==> src/rtl/alu_issue_queue_pkg.sv <==
// Shared types and defaults for the ALU issue queue: FSM state encoding,
// response flag bit positions and default widths/latency.
package alu_issue_queue_pkg;

  localparam int unsigned DEF_DATA_WIDTH = 8;
  localparam int unsigned DEF_CMD_WIDTH  = 4;
  localparam int unsigned DEF_ALU_LAT    = 3;
  localparam int unsigned ID_WIDTH       = 8;
  localparam int unsigned FLAG_WIDTH     = 6;

  typedef logic [1:0] state_t;
  localparam state_t S_IDLE  = 2'd0;
  localparam state_t S_ISSUE = 2'd1;
  localparam state_t S_WAIT  = 2'd2;
  localparam state_t S_RESP  = 2'd3;

  // rsp_flags layout {cout,g,l,e,oflow,err}
  localparam int unsigned FLAG_ERR   = 0;
  localparam int unsigned FLAG_OFLOW = 1;
  localparam int unsigned FLAG_E     = 2;
  localparam int unsigned FLAG_L     = 3;
  localparam int unsigned FLAG_G     = 4;
  localparam int unsigned FLAG_COUT  = 5;

endpackage

==> src/rtl/alu_req_fifo.sv <==
// Request FIFO for the ALU issue queue; DEPTH must be a power of two so the
// pointers wrap naturally modulo DEPTH.
module alu_req_fifo #(
  parameter int unsigned WIDTH = 8,
  parameter int unsigned DEPTH = 4
) (
  input  logic             clk,
  input  logic             rst,
  input  logic             push,
  input  logic             pop,
  input  logic [WIDTH-1:0] wdata,
  output logic [WIDTH-1:0] rdata,
  output logic             full,
  output logic             empty
);

  localparam int unsigned AW = (DEPTH > 1) ? $clog2(DEPTH) : 1;
  localparam int unsigned CW = AW + 1;

  logic [WIDTH-1:0] mem [DEPTH];
  logic [AW-1:0]    wr_ptr;
  logic [AW-1:0]    rd_ptr;
  logic [CW-1:0]    count;
  logic             do_push;
  logic             do_pop;

  assign full    = (count == CW'(DEPTH));
  assign empty   = (count == '0);
  assign do_push = push && !full;
  assign do_pop  = pop && !empty;
  assign rdata   = mem[rd_ptr];

  always_ff @(posedge clk) begin
    if (rst) begin
      wr_ptr <= '0;
      rd_ptr <= '0;
      count  <= '0;
    end else begin
      if (do_push) wr_ptr <= wr_ptr + AW'(1);
      if (do_pop)  rd_ptr <= rd_ptr + AW'(1);
      case ({do_push, do_pop})
        2'b10:   count <= count + CW'(1);
        2'b01:   count <= count - CW'(1);
        default: count <= count;
      endcase
    end
  end

  always_ff @(posedge clk) begin
    if (do_push) mem[wr_ptr] <= wdata;
  end

endmodule

==> src/rtl/alu_issue_queue.sv <==
// Queues ALU requests and issues them one at a time to an external ALU,
// returning responses in order. Optional error counter: ALU_ISSUE_ERR_CNT_EN.
module alu_issue_queue
  import alu_issue_queue_pkg::*;
#(
  parameter int unsigned DATA_WIDTH = DEF_DATA_WIDTH,
  parameter int unsigned CMD_WIDTH  = DEF_CMD_WIDTH,
  parameter int unsigned DEPTH      = 4,
  parameter int unsigned ALU_LAT    = DEF_ALU_LAT
) (
  input  logic                    clk,
  input  logic                    rst,
  input  logic                    req_valid,
  output logic                    req_ready,
  input  logic [7:0]              req_id,
  input  logic                    req_mode,
  input  logic [CMD_WIDTH-1:0]    req_cmd,
  input  logic [1:0]              req_inp_valid,
  input  logic                    req_cin,
  input  logic [DATA_WIDTH-1:0]   req_opa,
  input  logic [DATA_WIDTH-1:0]   req_opb,
  output logic                    alu_ce,
  output logic                    alu_mode,
  output logic [1:0]              alu_inp_valid,
  output logic [CMD_WIDTH-1:0]    alu_cmd,
  output logic                    alu_cin,
  output logic [DATA_WIDTH-1:0]   alu_opa,
  output logic [DATA_WIDTH-1:0]   alu_opb,
  input  logic [2*DATA_WIDTH:0]   alu_res,
  input  logic                    alu_cout,
  input  logic                    alu_g,
  input  logic                    alu_l,
  input  logic                    alu_e,
  input  logic                    alu_oflow,
  input  logic                    alu_err,
  output logic                    rsp_valid,
  input  logic                    rsp_ready,
  output logic [7:0]              rsp_id,
  output logic [2*DATA_WIDTH:0]   rsp_res,
  output logic [5:0]              rsp_flags
`ifdef ALU_ISSUE_ERR_CNT_EN
  ,
  output logic [15:0]             err_count
`endif
);

  localparam int unsigned ENTRY_W = ID_WIDTH + 1 + CMD_WIDTH + 2 + 1 + 2*DATA_WIDTH;
  localparam int unsigned LAT_W   = (ALU_LAT > 1) ? $clog2(ALU_LAT) : 1;

  state_t               state;
  logic [LAT_W-1:0]     lat_cnt;
  logic [ID_WIDTH-1:0]  op_id;
  logic [ENTRY_W-1:0]   wr_entry;
  logic [ENTRY_W-1:0]   head;
  logic                 fifo_full;
  logic                 fifo_empty;
  logic                 push;
  logic                 pop;

  // Held low during reset so every output reads 0 while rst is asserted.
  assign req_ready = !fifo_full && !rst;
  assign push      = req_valid && req_ready;
  assign pop       = (state == S_IDLE) && !fifo_empty;
  assign wr_entry  = {req_id, req_mode, req_cmd, req_inp_valid, req_cin, req_opa, req_opb};

  alu_req_fifo #(
    .WIDTH (ENTRY_W),
    .DEPTH (DEPTH)
  ) u_fifo (
    .clk   (clk),
    .rst   (rst),
    .push  (push),
    .pop   (pop),
    .wdata (wr_entry),
    .rdata (head),
    .full  (fifo_full),
    .empty (fifo_empty)
  );

  assign alu_ce    = (state == S_ISSUE) || (state == S_WAIT);
  assign rsp_valid = (state == S_RESP);

  always_ff @(posedge clk) begin
    if (rst) begin
      state         <= S_IDLE;
      lat_cnt       <= '0;
      op_id         <= '0;
      alu_mode      <= 1'b0;
      alu_cmd       <= '0;
      alu_inp_valid <= '0;
      alu_cin       <= 1'b0;
      alu_opa       <= '0;
      alu_opb       <= '0;
      rsp_id        <= '0;
      rsp_res       <= '0;
      rsp_flags     <= '0;
    end else begin
      case (state)
        S_IDLE: begin
          if (!fifo_empty) begin
            {op_id, alu_mode, alu_cmd, alu_inp_valid, alu_cin, alu_opa, alu_opb} <= head;
            state <= S_ISSUE;
          end
        end
        S_ISSUE: begin
          lat_cnt <= LAT_W'(ALU_LAT - 1);
          state   <= S_WAIT;
        end
        S_WAIT: begin
          if (lat_cnt == '0) begin
            rsp_id                <= op_id;
            rsp_res               <= alu_res;
            rsp_flags[FLAG_COUT]  <= alu_cout;
            rsp_flags[FLAG_G]     <= alu_g;
            rsp_flags[FLAG_L]     <= alu_l;
            rsp_flags[FLAG_E]     <= alu_e;
            rsp_flags[FLAG_OFLOW] <= alu_oflow;
            rsp_flags[FLAG_ERR]   <= alu_err;
            state                 <= S_RESP;
          end else begin
            lat_cnt <= lat_cnt - LAT_W'(1);
          end
        end
        S_RESP: begin
          if (rsp_ready) state <= S_IDLE;
        end
        default: state <= S_IDLE;
      endcase
    end
  end

`ifdef ALU_ISSUE_ERR_CNT_EN
  always_ff @(posedge clk) begin
    if (rst) begin
      err_count <= '0;
    end else if (rsp_valid && rsp_ready && rsp_flags[FLAG_ERR] && (err_count != '1)) begin
      err_count <= err_count + 16'd1;
    end
  end
`endif

endmodule

==> config.mk <==
export PLATFORM = sky130hd
export DESIGN_NAME = alu_issue_queue
export DESIGN_NICKNAME = d
export VERILOG_FILES = /design/src/rtl/alu_issue_queue_pkg.sv /design/src/rtl/alu_req_fifo.sv /design/src/rtl/alu_issue_queue.sv
export SDC_FILE = /design/constraint.sdc
export NUM_CORES = 1
export LEC_CHECK = 0
export CAP_MARGIN = 20
export CORE_MARGIN = 4
export CORE_UTILIZATION = 52
export DETAILED_ROUTE_END_ITERATION = 8
export DONT_BUFFER_PORTS = 1
export PLACE_DENSITY = 0.67
export SYNTH_ARGS = -nofsm -noshare
export SYNTH_HDL_FRONTEND = slang
export SYNTH_SLANG_ARGS = --single-unit
==> constraint.sdc <==
create_clock -name clk -period 6.3 [get_ports clk]
set_input_delay 1.26 -clock clk [delete_from_list [all_inputs] [get_ports clk]]
set_output_delay 1.26 -clock clk [all_outputs]
set_load 0.01 [all_outputs]
==> results.yml, run 1 <==
outcome:
  status: "complete, no violations"
cells_and_area:
  final_common_cell: "edfxtp_1"
  diodes: 0
  final_area_um2: 8160
  synthToLayoutAreaGrowth_pct: 11.4
  final_layout_size_suffix_gt1_share_pct: 16.1
  layout.nets: 522
  layout_common_cells: "edfxtp_1, dfxtp_1, nand2_1"
cts:
  cts_buffers: 20
  postCtsHoldBufs: 0
  cts_tree: "done"
  clock-sinks: 202
  cts_root_buf: "clkbuf_16"
  postCtsSetupBuffers: 0
  cts_max_level: 1
  insertion_delay_ns: 0.49
  cts-resized-gates: 0
  cts.clk_slew.worst_paths_ns: 0.06
  clock_tree.buffer_depth: 3
grt:
  grt_pass1_vias: 3905
  grt_pass1_wl_um: 20900
  grt-ovfl-total: 0
  antenna_found_initial: 0
  grt_max_degree: 44
  grt_use_total_pct: 16.4
pwr:
  leakage_nw: 2.69
  combPwrFrac_pct: 15.7
  p_sw_share_pct: 26.4
  p_clk_share_pct: 33.4
  p_int_mw: 2.59
  p_seq_share_pct: 50.8
  p_switching_mw: 0.929
  vdd.ir_drop.worst_v: 0.000318
  p_per_area_nw_per_um2: 431
worst_setup_path:
  path_class: "in -> out"
  reg2reg_to: "u_fifo.count[2]"
  crit_path_end_kind: "output port"
  required_ns: 5.04
  r2r_cells: 9
  arrival_ns: 1.44
  crit_chain: "nor2_1"
  r2r_start: "state[0]"
  crit_cells: 1
  cp.buffers_inverters: 0
  max_stage_delay_ns: 0.18
  crit_end: "req_ready"
  cp-startpoint: "rst"
  cpLargestDelayFamily: "simple AND/OR/NAND/NOR gates"
  cp_slowest_cell: "nor2_1"
  reg2reg_slack_ns: 4.01
  cp-start-kind: "input port"
  cp_max_fo: 43
logic_synthesis:
  syn_area_um2: 7330
  netlist.top_cell.by_area: "edfxtp_1"
  synth_edf_count: 128
  yosysTopAreaCellShare_pct: 52.4
  synth_area_leaders: "edfxtp_1, dfxtp_1, mux4_2"
  synthArstFlopShare_pct: 0
  synth_nets: 523
  avgSynthCellArea_um2: 16.2
  yosysSeqAreaShare_pct: 72.7
  ys_ff_latch: 202
  yosysUniqueCellTypes: 32
  ys_warn_count: 0
  synthCells: 453
  synth_flop_cell: "edfxtp_1"
routing:
  drcViolationCount: 0
  vias_per_cell: 5.74
  wl_per_cell_um: 20.4
  num_vias: 3705
  first_pass_iters: 4
  drtIter0Drc: 181
  antenna_left: 0
  wl_um: 13200
floorplanning:
  initial_core_util_pct: 53.0
  die-area_um2: 16100
  rows: 43
  ioPinCount: 117
  dieHeight_um: 127
  core_um2: 13800
  die_width_um: 127
placement:
  port_buffers: 0
  dp_hpwl_um: 7970
  globalplace.congestion: 0.813
  dpl_cell_area_um2: 7440
sta:
  max_freq_mhz: 371
  post-route-period-util_pct: 42.8
  finalSetupTns_ns: 0
  slew_headroom_pct: 40.2
  rsz0062_at_grt: "no"
  finalHoldViolations: 0
  worst_pin_slew_ns: 0.897
  clock_skew_ns: 0.0134
  setup_violations: 0
  fin_crit_ns: 2.70
  drv_slew: 0
flow_run:
  maxCapViolCount: 0
worst_hold_path:
  hp-class: "reg -> reg"
==> metrics by stage <==
stage | instances | setup WS [ns] | hold WS [ns] | power, mW | util (%)
floorplan | 453 | 3.16 | 0.432 | 2.24 | -
global placement | 608 | 3.43 | 0.437 | 2.34 | 53.8
detailed placement | 608 | 3.38 | 0.445 | 2.37 | 53.8
CTS | 643 | 3.59 | 0.452 | 3.55 | 58.6
global route | 645 | 3.56 | 0.466 | 3.69 | 59.0
finish | 645 | 3.60 | 0.449 | 3.52 | 59.0
==> area by class of cell <==
class                   count  area [um^2]
fillers                  1057         5670
flip-flops and latches    202         5330
multi-input cells         212         1830
clock buffers              26          564
well taps                 180          225
clock inverters             9         97.6
repair buffers              4         70.1
inverters                  12         45.0
==> worst min path at each step <==
stage / start / end / depth (start not counted)
6_report: op_id[5] / rsp_id[5] / 2
5_1_grt: op_id[5] / rsp_id[5] / 2
4_1_cts: op_id[5] / rsp_id[5] / 2
3_5_place_dp: op_id[5] / rsp_id[5] / 2
3_3_place_gp: op_id[5] / rsp_id[5] / 2
2_1_floorplan: op_id[0] / rsp_id[0] / 2
==> logic make-up after synthesis <==
family          count (synthesis)  synth area share [%]
flops                         202                  72.7
mux                            36                  10.5
simple gates                   87                  4.93
xor+xnor                        4                 0.478
buf+inv                        39                  2.53
compound gates                 74                  6.93
fa+ha+maj                      11                  1.98
==> power groups by stage <==
stage	Sequential [mW]	Clock (mW)	Combinational, mW
floorplan	1.76	0	0.485
global placement	1.81	0	0.527
detailed placement	1.82	0	0.546
CTS	1.79	1.21	0.551
global route	1.81	1.26	0.619
finish	1.79	1.18	0.554
==> sequential cells by signal, indices dropped and copies added (netlist names), 2 cells and up <==
name           count
op_id              8
u_fifo.mem       128
alu_opa            8
alu_inp_valid      2
u_fifo.count       3
rsp_flags          6
alu_opb            8
u_fifo.rd_ptr      2
alu_cmd            4
rsp_id             8
rsp_res           17
u_fifo.wr_ptr      2
lat_cnt            2
state              2
==> layer usage <==
layer | up-vias | routed length (um) | global-route usage (%)
li1 | 1703 | - | -
met1 | 1856 | 5170 | 20.1
met2 | 128 | 6530 | 27.6
met3 | 18 | 1240 | 6.19
met4 | 0 | 214 | 4.16
met5 | - | 0 | 0
==> synth_stat cells, types with 2 or more instances <==
library cell and count:
a21oi_1 35, a22o_1 32, and2_1 6, buf_1 2, buf_2 7, buf_6 4, clkbuf_1 14, dfxtp_1 74
edfxtp_1 128, ha_1 10, inv_1 12, mux2i_1 3, mux4_1 2, mux4_2 30, nand2_1 67, nor2_1 8
o21ai_0 2, xor2_1 3
Power figures use the tool's default switching activity.
==> run 2: changes to the inputs <==
PLACE_DENSITY = 0.7   (was 0.67)
clock period = 2.4 ns   (was 6.3 ns; I/O delays follow)
==> results.yml, run 2 (synthesis results as in run 1) <==
outcome:
  status: "complete, no violations"
sta:
  rsz0062_at_grt: "no"
  worst_pin_slew_ns: 0.745
  fin_crit_ns: 2.21
  post-route-period-util_pct: 92.1
  finalHoldViolations: 0
  setup_violations: 0
  finalSetupTns_ns: 0
  slew_headroom_pct: 50.3
  clock_skew_ns: 0.0178
  drv_slew: 0
  holdWs_ns: 0.0799
  max_freq_mhz: 452
grt:
  grt_pass1_wl_um: 20900
  grt_pass1_vias: 3939
  grt-ovfl-total: 0
  antenna_found_initial: 0
  grt_use_total_pct: 16.4
  grt_max_degree: 44
placement:
  globalplace.congestion: 0.761
  port_buffers: 0
  dpl_cell_area_um2: 7570
  dp_hpwl_um: 8200
cells_and_area:
  synthToLayoutAreaGrowth_pct: 13.8
  layout_common_cells: "edfxtp_1, dfxtp_1, nand2_1"
  regMostFlops: "u_fifo.mem"
  final_common_cell: "edfxtp_1"
  top_regs: "u_fifo.mem: 128 flops, rsp_res: 17 flops"
  largest_register_ffs: 128
  final_area_um2: 8340
  diodes: 0
  layout.nets: 532
  final_layout_size_suffix_gt1_share_pct: 18.3
routing:
  antenna_left: 0
  vias_per_cell: 5.67
  wl_per_cell_um: 19.9
  first_pass_iters: 4
  drcViolationCount: 0
  wl_um: 13100
  drtIter0Drc: 157
  num_vias: 3720
worst_setup_path:
  cp-start-kind: "register"
  r2r_start: "u_fifo.count[2]"
  crit_chain: "nor3b_2 > nor3b_2 > inv_1 > ha_1 > inv_1 > fa_1 > xor2_1 > or3_1 > a21oi_1"
  path_class: "reg -> reg"
  cp-startpoint: "u_fifo.count[2]"
  arrival_ns: 2.61
  required_ns: 2.80
  crit_path_end_kind: "register"
  reg2reg_slack_ns: 0.19
  cp_slowest_cell: "dfxtp_1"
  max_stage_delay_ns: 0.40
  cp_max_fo: 7
floorplanning:
  initial_core_util_pct: 53.0
  die_width_um: 127
  die-area_um2: 16100
  ioPinCount: 117
  rows: 43
  dieHeight_um: 127
  core_um2: 13800
pwr:
  p_per_area_nw_per_um2: 1160
  leakage_nw: 2.78
  vdd.ir_drop.worst_v: 0.000785
worst_hold_path:
  hp-class: "in -> reg"
  min_from: "rst"
cts:
  cts_max_level: 1
  cts_root_buf: "clkbuf_16"
  postCtsHoldBufs: 0
  clock_tree.buffer_depth: 3
  cts.clk_slew.worst_paths_ns: 0.06
  cts_buffers: 20
  cts_tree: "done"
  insertion_delay_ns: 0.49
  clock-sinks: 202
flow_run:
  maxCapViolCount: 0
## run 2: critical path: cells and delay by family, from the launching register on
kind,cells,cell delay (ns)
AO/OA/AOI/OAI,1,0.16
XOR/XNOR,1,0.17
adder cells (fa/ha/maj),2,0.56
buffers and inverters,2,0.14
flip-flops,1,0.40
AND/OR/NAND/NOR,3,0.72
## run 2: layout make-up
cell class,instances,area (um^2)
clock buffer,24,526
clock inverter,12,225
fill,1003,5490
inverter,12,45.0
multi-input combinational,212,1840
sequential,202,5330
tap,180,225
timing repair buffer,14,155
## run 2: layer usage
metal	track usage (%)	share of wire, %	up-vias
li1	-	-	1717
met1	20.5	39	1834
met2	27.0	49	147
met3	6.23	10	22
met4	4.35	2.0	0
met5	0	0	-
## run 2: worst paths after layout
path | to | cells past startpoint
worst max-delay path | u_fifo.count[2] | 9
worst min-delay path | lat_cnt[0] | 1
worst max register to register | u_fifo.count[2] | 9
worst min register to register | rsp_id[3] | 2
## run 2: where the power goes
group	switching [mW]	internal [mW]	leakage, nW
Sequential	0.445	4.23	1.77
Clock	1.21	2.22	0.359
Combinational	0.826	0.761	0.653
## run 2: what timing repair did
action | in CTS | in global routing
resized for setup | 0 | 1
hold endpoints to repair | 0 | 0
buffers inserted | 0 | 2
endpoints found under the setup margin | 0 | 1
## run 2: stage by stage
step | std cells | utilization (%) | setup slack (ns) | total power, mW
global placement | 618 | 54.8 | 0.274 | 6.24
finish | 656 | 60.3 | 0.189 | 9.69
global route | 656 | 60.3 | 0.0184 | 10.2
floorplan | 453 | - | 0.179 | 5.88
CTS | 654 | 60.2 | 0.0795 | 9.79
detailed placement | 618 | 54.8 | 0.0933 | 6.34
==> run 3: changes to the inputs <==
GPL_ROUTABILITY_DRIVEN = 0   (was unset)
MAX_ROUTING_LAYER = met4   (was unset)
==> results.yml, run 3 (synthesis results as in run 1) <==
outcome:
  status: "complete, no violations"
worst_setup_path:
  path_class: "reg -> reg"
  arrival_ns: 2.62
  cp_max_fo: 7
  cp.buffers_inverters: 2
  crit_chain: "nor3b_2 > nor3b_2 > inv_1 > ha_1 > inv_1 > fa_1 > xor2_1 > or3_1 > a21oi_1"
  required_ns: 2.80
  cpLargestDelayFamily: "simple AND/OR/NAND/NOR gates"
  crit_path_end_kind: "register"
  cp-start-kind: "register"
  cp_slowest_cell: "dfxtp_1"
  max_stage_delay_ns: 0.41
cells_and_area:
  layout_common_cells: "edfxtp_1, dfxtp_1, nand2_1"
  regMostFlops: "u_fifo.mem"
  final_area_um2: 8340
  nFillCells: 1003
  largest_register_ffs: 128
  top_regs: "u_fifo.mem: 128 flops, rsp_res: 17 flops"
  final_common_cell: "edfxtp_1"
  synthToLayoutAreaGrowth_pct: 13.8
  fin_cells: 656
  diodes: 0
  layout.nets: 532
  final_layout_size_suffix_gt1_share_pct: 18.3
routing:
  wl_per_cell_um: 19.9
  drcViolationCount: 0
  antenna_left: 0
  drtIter0Drc: 148
  wl_um: 13000
  num_vias: 3720
  vias_per_cell: 5.67
  first_pass_iters: 4
grt:
  use_met1_pct: 20.8
  met2_usage_pct: 26.8
  grt-ovfl-total: 0
  grt_max_degree: 44
  busiest_layer: "met2"
  grt_use_total_pct: 16.9
  grt_pass1_wl_um: 20900
  grt_pass1_vias: 3934
  antenna_found_initial: 0
  grt_use_met3_pct: 6.19
cts:
  clock_tree.buffer_depth: 3
  clock-sinks: 202
  postCtsHoldBufs: 0
  cts_buffers: 20
  cts_tree: "done"
  cts.clk_slew.worst_paths_ns: 0.06
  insertion_delay_ns: 0.49
  cts_max_level: 1
  cts_root_buf: "clkbuf_16"
floorplanning:
  core_um2: 13800
  initial_core_util_pct: 53.0
  die_width_um: 127
  ioPinCount: 117
  dieHeight_um: 127
  rows: 43
  die-area_um2: 16100
placement:
  dpl.cell_count: 618
  dpl_cell_area_um2: 7570
  dp_hpwl_um: 8200
  port_buffers: 0
worst_hold_path:
  hp-class: "in -> reg"
sta:
  setup_violations: 0
  clock_skew_ns: 0.0175
  post-route-period-util_pct: 92.3
  rsz0062_at_grt: "no"
  drv_slew: 0
  worst_pin_slew_ns: 0.747
  finalSetupTns_ns: 0
  finalHoldViolations: 0
  fin_crit_ns: 2.22
  max_freq_mhz: 451
  slew_headroom_pct: 50.2
pwr:
  p_per_area_nw_per_um2: 1160
  leakage_nw: 2.78
  vdd.ir_drop.worst_v: 0.000785
  p_total_mw: 9.69
flow_run:
  maxCapViolCount: 0
-- run 3: cell type report --
class                   count  area (um^2)  area share [%]
well taps                 180          225            2.70
clock buffers              24          526            6.30
multi-input cells         212         1840            22.0
inverters                  12         45.0           0.540
clock inverters            12          225            2.70
flip-flops and latches    202         5330            63.9
repair buffers             14          155            1.86
-- run 3: where the power goes --
part / total (mW) / switching [mW] / internal [mW]
logic: 1.59 / 0.828 / 0.761
registers: 4.67 / 0.443 / 4.23
clock network: 3.43 / 1.21 / 2.22
-- run 3: routing by layer --
layer  share of wire [%]  wire length, um  vias up
met2                  49             6340      152
met4                 2.0              263        0
met1                  39             5110     1824
met5                   0                0        -
li1                    -                -     1720
met3                  10             1330       24
-- run 3: what timing repair did --
item / CTS / global route
gates resized for setup: 0 / 1
setup buffers: 0 / 2
endpoints found under the setup margin: 0 / 1
-- run 3: final timing paths --
check                        from         endpoint  slack [ns]  depth (start not counted)
setup / recovery  u_fifo.count[2]  u_fifo.count[2]        0.18                          9
hold / removal                rst       lat_cnt[0]        0.08                          1
setup reg to reg  u_fifo.count[2]  u_fifo.count[2]        0.18                          9
hold reg to reg          op_id[3]        rsp_id[3]        0.45                          2
-- run 3: per-stage QoR --
stage / util [%] / setup slack (ns) / hold slack [ns]
5_1_grt: 60.3 / 0.0184 / 0.0401
6_report: 60.3 / 0.184 / 0.0798
4_1_cts: 60.2 / 0.0795 / 0.0412
3_3_place_gp: 54.8 / 0.274 / 0.435
2_1_floorplan: - / 0.179 / 0.432
3_5_place_dp: 54.8 / 0.0933 / 0.440
-- run 3: worst register-to-register path: cells and delay by family, from the launching register on --
family | cells | cell delay, ns
flops | 1 | 0.41
fa+ha+maj | 2 | 0.55
buf+inv | 2 | 0.14
xor+xnor | 1 | 0.18
compound gates | 1 | 0.16
simple gates | 3 | 0.72
